$ cat config.mk
export PLATFORM = sky130hd
export DESIGN_NAME = fetch_exec_sequencer
export DESIGN_NICKNAME = d
export VERILOG_FILES = /design/src/rtl/fetch_exec_sequencer.sv
export SDC_FILE = /design/constraint.sdc
export NUM_CORES = 1
export LEC_CHECK = 0
export BUFFER_PORTS_ARGS = -buffer_cell sky130_fd_sc_hd__buf_2
export CAP_MARGIN = 0
export CORE_ASPECT_RATIO = 1.4
export CORE_MARGIN = 3
export CORE_UTILIZATION = 25
export CTS_CLUSTER_DIAMETER = 30
export DETAILED_ROUTE_END_ITERATION = 16
export SLEW_MARGIN = 30
export SYNTH_ARGS = -nofsm -noshare
export SYNTH_HDL_FRONTEND = slang
export SYNTH_SLANG_ARGS = --single-unit
$ cat constraint.sdc
create_clock -name clk -period 3.04 [get_ports clk]
set_input_delay 0.608 -clock clk [delete_from_list [all_inputs] [get_ports clk]]
set_output_delay 0.608 -clock clk [all_outputs]
set_load 0.05 [all_outputs]
$ cat src/rtl/fetch_exec_sequencer.sv
// Fetch/execute sequencer sitting on the consumer side of a combinational
// program ROM. It owns the program counter, fetches one 8-bit word per step
// and executes it on an 8-bit accumulator. A step takes two cycles (FETCH,
// EXEC). The sequencer stops when the ROM flags the end of the program, on a
// HALT opcode, or when the step watchdog expires.
//
// ROM handshake: the ROM is a pure combinational function of pc. pc only
// changes on the EXEC->FETCH edge, so word/HLT are stable for the whole FETCH
// cycle. HLT=1 means "word is valid". HLT=0 means "pc is past the end of the
// program"; the sequencer treats that as the end of the run.
module fetch_exec_sequencer #(
  parameter int PC_W      = 16,
  parameter int MAX_STEPS = 256
) (
  input  logic            clk,
  input  logic            rst,
  input  logic            start,
  input  logic [7:0]      word,
  input  logic            HLT,
  output logic [PC_W-1:0] pc,
  output logic [7:0]      acc,
  output logic            carry,
  output logic [7:0]      out_data,
  output logic            out_valid,
  output logic            busy,
  output logic            halted,
  output logic            timeout,
  output logic [15:0]     step_count,
  output logic [1:0]      state_dbg
);

  typedef enum logic [1:0] {
    S_IDLE   = 2'd0,
    S_FETCH  = 2'd1,
    S_EXEC   = 2'd2,
    S_HALTED = 2'd3
  } state_t;

  localparam logic [3:0]  OP_LDI  = 4'h0;
  localparam logic [3:0]  OP_ADDI = 4'h1;
  localparam logic [3:0]  OP_SUBI = 4'h2;
  localparam logic [3:0]  OP_XORI = 4'h3;
  localparam logic [3:0]  OP_OUT  = 4'h4;
  localparam logic [3:0]  OP_JMP  = 4'h5;
  localparam logic [3:0]  OP_JZ   = 4'h6;
  localparam logic [3:0]  OP_HALT = 4'hF;
  localparam logic [15:0] STEP_LIMIT = 16'(MAX_STEPS);

  state_t          state, state_nx;
  logic [7:0]      ir, ir_nx;
  logic [PC_W-1:0] pc_nx;
  logic [7:0]      acc_nx, out_data_nx;
  logic            carry_nx, out_valid_nx, timeout_nx;
  logic [15:0]     step_nx;

  // Shared datapath terms for the EXEC step.
  logic [3:0]      opcode;
  logic [7:0]      imm;
  logic [8:0]      sum9, diff9;
  logic [PC_W-1:0] pc_inc, pc_target;
  logic [15:0]     step_inc;
  logic            limit_hit;

  assign opcode    = ir[7:4];
  assign imm       = {4'b0000, ir[3:0]};
  assign sum9      = {1'b0, acc} + {1'b0, imm};
  // Bit 8 of the 9-bit difference is the borrow (acc < imm).
  assign diff9     = {1'b0, acc} - {1'b0, imm};
  assign pc_inc    = pc + {{(PC_W-1){1'b0}}, 1'b1};
  assign pc_target = PC_W'(ir[3:0]);
  assign step_inc  = (step_count == 16'hFFFF) ? step_count : step_count + 16'd1;
  assign limit_hit = (step_inc == STEP_LIMIT);

  assign busy      = (state == S_FETCH) || (state == S_EXEC);
  assign halted    = (state == S_HALTED);
  assign state_dbg = state;

  // All architectural state; reset wins over any write on the same edge.
  always_ff @(posedge clk) begin
    if (rst) begin
      state      <= S_IDLE;
      ir         <= 8'h00;
      pc         <= '0;
      acc        <= 8'h00;
      carry      <= 1'b0;
      out_data   <= 8'h00;
      out_valid  <= 1'b0;
      timeout    <= 1'b0;
      step_count <= 16'h0000;
    end else begin
      state      <= state_nx;
      ir         <= ir_nx;
      pc         <= pc_nx;
      acc        <= acc_nx;
      carry      <= carry_nx;
      out_data   <= out_data_nx;
      out_valid  <= out_valid_nx;
      timeout    <= timeout_nx;
      step_count <= step_nx;
    end
  end

  // Next-state and next-datapath decode; everything holds unless changed.
  always_comb begin
    state_nx     = state;
    ir_nx        = ir;
    pc_nx        = pc;
    acc_nx       = acc;
    carry_nx     = carry;
    out_data_nx  = out_data;
    out_valid_nx = 1'b0;
    timeout_nx   = timeout;
    step_nx      = step_count;
    case (state)
      S_IDLE, S_HALTED: begin
        if (start) begin
          state_nx   = S_FETCH;
          pc_nx      = '0;
          acc_nx     = 8'h00;
          carry_nx   = 1'b0;
          step_nx    = 16'h0000;
          timeout_nx = 1'b0;
        end
      end
      S_FETCH: begin
        if (!HLT) begin
          state_nx = S_HALTED;
        end else begin
          ir_nx    = word;
          state_nx = S_EXEC;
        end
      end
      S_EXEC: begin
        step_nx  = step_inc;
        pc_nx    = pc_inc;
        state_nx = S_FETCH;
        case (opcode)
          OP_LDI:  acc_nx = imm;
          OP_ADDI: {carry_nx, acc_nx} = sum9;
          OP_SUBI: begin
            acc_nx   = diff9[7:0];
            carry_nx = diff9[8];
          end
          OP_XORI: acc_nx = acc ^ imm;
          OP_OUT: begin
            out_data_nx  = acc;
            out_valid_nx = 1'b1;
          end
          OP_JMP:  pc_nx = pc_target;
          OP_JZ:   if (acc == 8'h00) pc_nx = pc_target;
          OP_HALT: pc_nx = pc;
          default: ;
        endcase
        // A HALT landing on the watchdog limit is a clean halt, not a timeout.
        if (opcode == OP_HALT) begin
          state_nx = S_HALTED;
        end else if (limit_hit) begin
          state_nx   = S_HALTED;
          timeout_nx = 1'b1;
        end
      end
      default: state_nx = S_IDLE;
    endcase
  end

endmodule

==> results.py <==
metrics = {
    "layout": {
        "finish.net_count": 577,
        "final-seq-area_sq_um": 1221,
        "finalNonFillerCells": 746,
        "antenna-diode-count": 0,
        "fraction_of_the_core_area_covered_by_cells_at_the_end_of_the_flow_pct": 30.91,
        "area_used_by_multi_input_combinational_logic_sq_um": 2442,
        "syn2layout_area_growth_pct": 20.02,
        "final.fill_count": 1673,
        "layout_cells_sized_above_1_pct": 19.13,
    },
    "critical_path": {
        "arrival_ns": 2.81,
        "crit_path_end_kind": "register",
        "start_kind": "register",
        "cp_max_fo": 12,
        "critical_path.reg2reg.startpoint": "step_count[0]$_SDFFE_PP0P_",
        "path_class": "reg2reg",
        "endpoint_of_the_worst_register_to_register_path": "timeout$_SDFFE_PP0P_",
        "critPathLaunch": "step_count[0]$_SDFFE_PP0P_",
        "reg2regPathDepth": 7,
        "setup.reg_to_reg.worst_slack_ns": 0.45,
        "worst_ep_required_time_ns": 3.26,
    },
    "sta": {
        "max_slew_violation_count": 0,
        "grt_setup_unrepaired": "false",
        "clock-skew-final_ns": 0.004018,
        "min_period_over_period_pct": 85.18,
        "fin_tns_setup_ns": 0,
        "finalCriticalPeriod_ns": 2.590,
        "achievable-frequency_mhz": 386.2,
        "timing.max_slew.rel_slack_pct": 53.21,
        "final-setup-viol-count": 0,
        "final_hold_viol_count": 0,
        "timing_worst_slew_pin_value_ns": 0.6981,
    },
    "route": {
        "drt-initial-drc-count": 168,
        "route.detailed.vias_per_inst": 5.251,
        "ant_nets": 0,
        "detail_route.first_pass.iterations": 4,
        "detailroute.via_count": 3917,
        "wirelength_mm": 11.90,
        "detail_route.drc_violations": 0,
        "wl_per_cell_microns": 15.95,
    },
    "global_route": {
        "wire_length_of_the_first_global_routing_pass_mm": 19.10,
        "number_of_global_route_vias_before_repair": 3703,
        "antenna_found_initial": 0,
        "grt-ovfl-total": 0,
        "grt_max_degree": 43,
        "grtUsageTotal_pct": 13.65,
    },
    "power_and_ir_drop": {
        "peakVddDrop_mv": 0.2802,
        "cellPowerDensity_nw_per_um2": 599.2,
        "total_leakage_power_nw": 1.858,
        "totalPowerFinal_mw": 2.800,
    },
    "yosys": {
        "synth_top_family_by_area": "simple AND/OR/NAND/NOR gates",
        "synth_adder_area_share_pct": 5.527,
        "ys_types": 70,
        "synth-simple-area-share_pct": 26.93,
        "synth_largest_type_area_fraction_pct": 31.36,
        "number_of_flops_mapped_to_enable_cells_by_yosys": 0,
        "post_synth_xor_area_fraction_pct": 3.374,
        "synth_compound_gate_area_share_pct": 22.91,
        "ys.flop_type": "sky130_fd_sc_hd__dfxtp_1",
        "synth_sequential_area_ratio_pct": 31.36,
        "yosys.area.top_type": "sky130_fd_sc_hd__dfxtp_1",
        "mappedNetlistArea_sq_um": 3894,
        "mappedNetlistNets": 526,
        "yosys_warnings": 0,
        "yosys-mux-area-fraction_pct": 3.985,
        "synth-async-reset-ratio_pct": 0,
        "synth_top_cells_by_area": "sky130_fd_sc_hd__dfxtp_1 (31%), sky130_fd_sc_hd__nor2_1 (5.6%), sky130_fd_sc_hd__nand2_1 (5.2%), sky130_fd_sc_hd__a21oi_1 (4.9%), sky130_fd_sc_hd__ha_1 (4.5%)",
        "ys_ff_latch": 61,
        "avg_synthesized_cell_area_sq_um": 7.819,
        "synthesis.instances": 498,
    },
    "die": {
        "die_h_microns": 153.7,
        "initial_utilization_pct": 25.75,
        "die_width_microns": 111.5,
        "rows": 53,
        "core-area_sq_um": 15120,
        "dieArea_sq_um": 17130,
        "io_pins": 67,
    },
    "placed_design": {
        "detailed_place_hpwl_mm": 8.782,
        "place_inst": 730,
        "io_buffers": 66,
        "gpl.final_weighted_congestion": 0.8993,
    },
    "run_status": {
        "outcome": "complete, no violations",
    },
    "clock_tree": {
        "postCtsSetupRepairBufs": 0,
        "clk_pin_slew_worst_paths_ns": 0.05,
        "clk-insertion-delay-late_ns": 0.33,
        "inserted_clock_buffers": 9,
        "cts.sink_count": 61,
        "clock_tree_from_tritoncts": "yes",
        "cts_buffer_depth": 2,
        "cts_root_buffer": "sky130_fd_sc_hd__clkbuf_16",
        "post_cts.resized_instances": 0,
        "cts.htree.levels": 3,
        "postCtsHoldBufs": 0,
    },
    "min_path": {
        "hold_path_depth": 2,
        "hold_path_class": "reg2reg",
        "hold_path_startpoint": "out_data[6]$_SDFFE_PP0P_",
        "worstHoldEndpoint": "out_data[6]$_SDFFE_PP0P_",
    },
    "flow_run": {
        "cap_violations": 0,
    },
}
## layout by cell type (no fill, tap or decap), types with 3 or more instances in the layout
master and n:
sky130_fd_sc_hd__buf_2 66, sky130_fd_sc_hd__dfxtp_1 61, sky130_fd_sc_hd__nor2_1 58, sky130_fd_sc_hd__nand2_1 54
sky130_fd_sc_hd__a21oi_1 38, sky130_fd_sc_hd__nand3_1 32, sky130_fd_sc_hd__o21ai_0 18, sky130_fd_sc_hd__inv_1 16
sky130_fd_sc_hd__ha_1 14, sky130_fd_sc_hd__mux2i_1 13, sky130_fd_sc_hd__a311oi_1 10, sky130_fd_sc_hd__xor2_1 10
sky130_fd_sc_hd__nand2b_1 9, sky130_fd_sc_hd__nand4_1 9, sky130_fd_sc_hd__and3_1 9, sky130_fd_sc_hd__clkbuf_16 9
sky130_fd_sc_hd__a22oi_1 8, sky130_fd_sc_hd__nor2b_1 7, sky130_fd_sc_hd__a31oi_1 7, sky130_fd_sc_hd__buf_4 7
sky130_fd_sc_hd__nor3_1 6, sky130_fd_sc_hd__a41oi_1 5, sky130_fd_sc_hd__nor4_1 5, sky130_fd_sc_hd__xnor2_1 5
sky130_fd_sc_hd__a211oi_1 5, sky130_fd_sc_hd__and2_1 4, sky130_fd_sc_hd__o221ai_1 4, sky130_fd_sc_hd__nor4_2 3
sky130_fd_sc_hd__or2_2 3, sky130_fd_sc_hd__a21o_1 3, sky130_fd_sc_hd__o41ai_1 3, sky130_fd_sc_hd__a221o_1 3
## cell families (layout without fill, tap and decap cells)
kind of cell,after synthesis,in the layout
and+or+nand+nor,212,212
DFF,61,61
xor gates and xnor gates,15,15
AOI/OAI and AO/OA,130,130
muxes,15,15
buffers and inverters,49,105
adders and majority gates,16,16
## layer usage
metal  wire length (microns)  GRT usage (%)  share of wire, %  vias up
met5                       0              0                 0        -
met4                     227          4.580               1.9        0
met3                     493          2.756               4.1       16
met2                    6416          25.60                54      100
met1                    4761          15.23                40     1890
li1                        -              -                 -     1911
## state kept, by name, summed over array words and instances (netlist names)
register / count
pc: 16
step_count: 16
acc: 8
ir: 8
out_data: 8
state_dbg: 2
carry: 1
out_valid: 1
timeout: 1
## synth_stat cells, types with 6 or more instances
cell / number
sky130_fd_sc_hd__a22oi_1: 8
sky130_fd_sc_hd__and3_1: 9
sky130_fd_sc_hd__nor3_1: 6
sky130_fd_sc_hd__nand2b_1: 9
sky130_fd_sc_hd__nor2_1: 58
sky130_fd_sc_hd__nand4_1: 9
sky130_fd_sc_hd__a31oi_1: 7
sky130_fd_sc_hd__dfxtp_1: 61
sky130_fd_sc_hd__nor2b_1: 7
sky130_fd_sc_hd__clkbuf_1: 16
sky130_fd_sc_hd__buf_2: 8
sky130_fd_sc_hd__nand3_1: 32
sky130_fd_sc_hd__a311oi_1: 10
sky130_fd_sc_hd__o21ai_0: 18
sky130_fd_sc_hd__xor2_1: 10
sky130_fd_sc_hd__a21oi_1: 38
sky130_fd_sc_hd__nand2_1: 54
sky130_fd_sc_hd__mux2i_1: 13
sky130_fd_sc_hd__inv_1: 16
sky130_fd_sc_hd__ha_1: 14
## cell type report
type,count,area share [%]
clock inverter,4,1.499
inverter,16,1.285
sequential,61,26.13
timing repair buffer,73,8.193
tap,192,5.141
multi-input combinational,388,52.26
clock buffer,12,5.489
## report_power, final
part / leakage, nW / internal [mW] / switching, mW
Sequential: 0.492 / 0.834 / 0.0575
Combinational: 1.20 / 0.239 / 0.541
Clock: 0.163 / 0.759 / 0.370
Total: 1.86 / 1.83 / 0.968
## how the worst max path moves through the flow
stage / end / cells past startpoint / slack [ns]
floorplan: step_count[5]$_SDFFE_PP0P_ / 9 / 0.60
global placement: timeout$_SDFFE_PP0P_ / 7 / 0.60
detailed placement: timeout$_SDFFE_PP0P_ / 7 / 0.51
CTS: timeout$_SDFFE_PP0P_ / 7 / 0.51
global route: timeout$_SDFFE_PP0P_ / 7 / 0.27
finish: timeout$_SDFFE_PP0P_ / 7 / 0.45
## metrics by stage
step / cell area, sq um / setup slack [ns] / hold WS (ns)
floorplan: 3894 / 0.5981 / 0.4648
global placement: 4347 / 0.5971 / 0.4744
detailed placement: 4347 / 0.5110 / 0.4808
CTS: 4673 / 0.5052 / 0.4937
global route: 4673 / 0.2678 / 0.5388
finish: 4673 / 0.4505 / 0.4904
## critical path, cell delays in order, from the launching register on
cell	delay, ns
sky130_fd_sc_hd__dfxtp_1	0.49
sky130_fd_sc_hd__ha_1	0.44
sky130_fd_sc_hd__nand4_1	0.32
sky130_fd_sc_hd__nor3_2	0.26
sky130_fd_sc_hd__nand2_1	0.33
sky130_fd_sc_hd__a41oi_1	0.36
sky130_fd_sc_hd__nor4_2	0.08
sky130_fd_sc_hd__a32o_1	0.20
(Power assumes the default switching activity.)
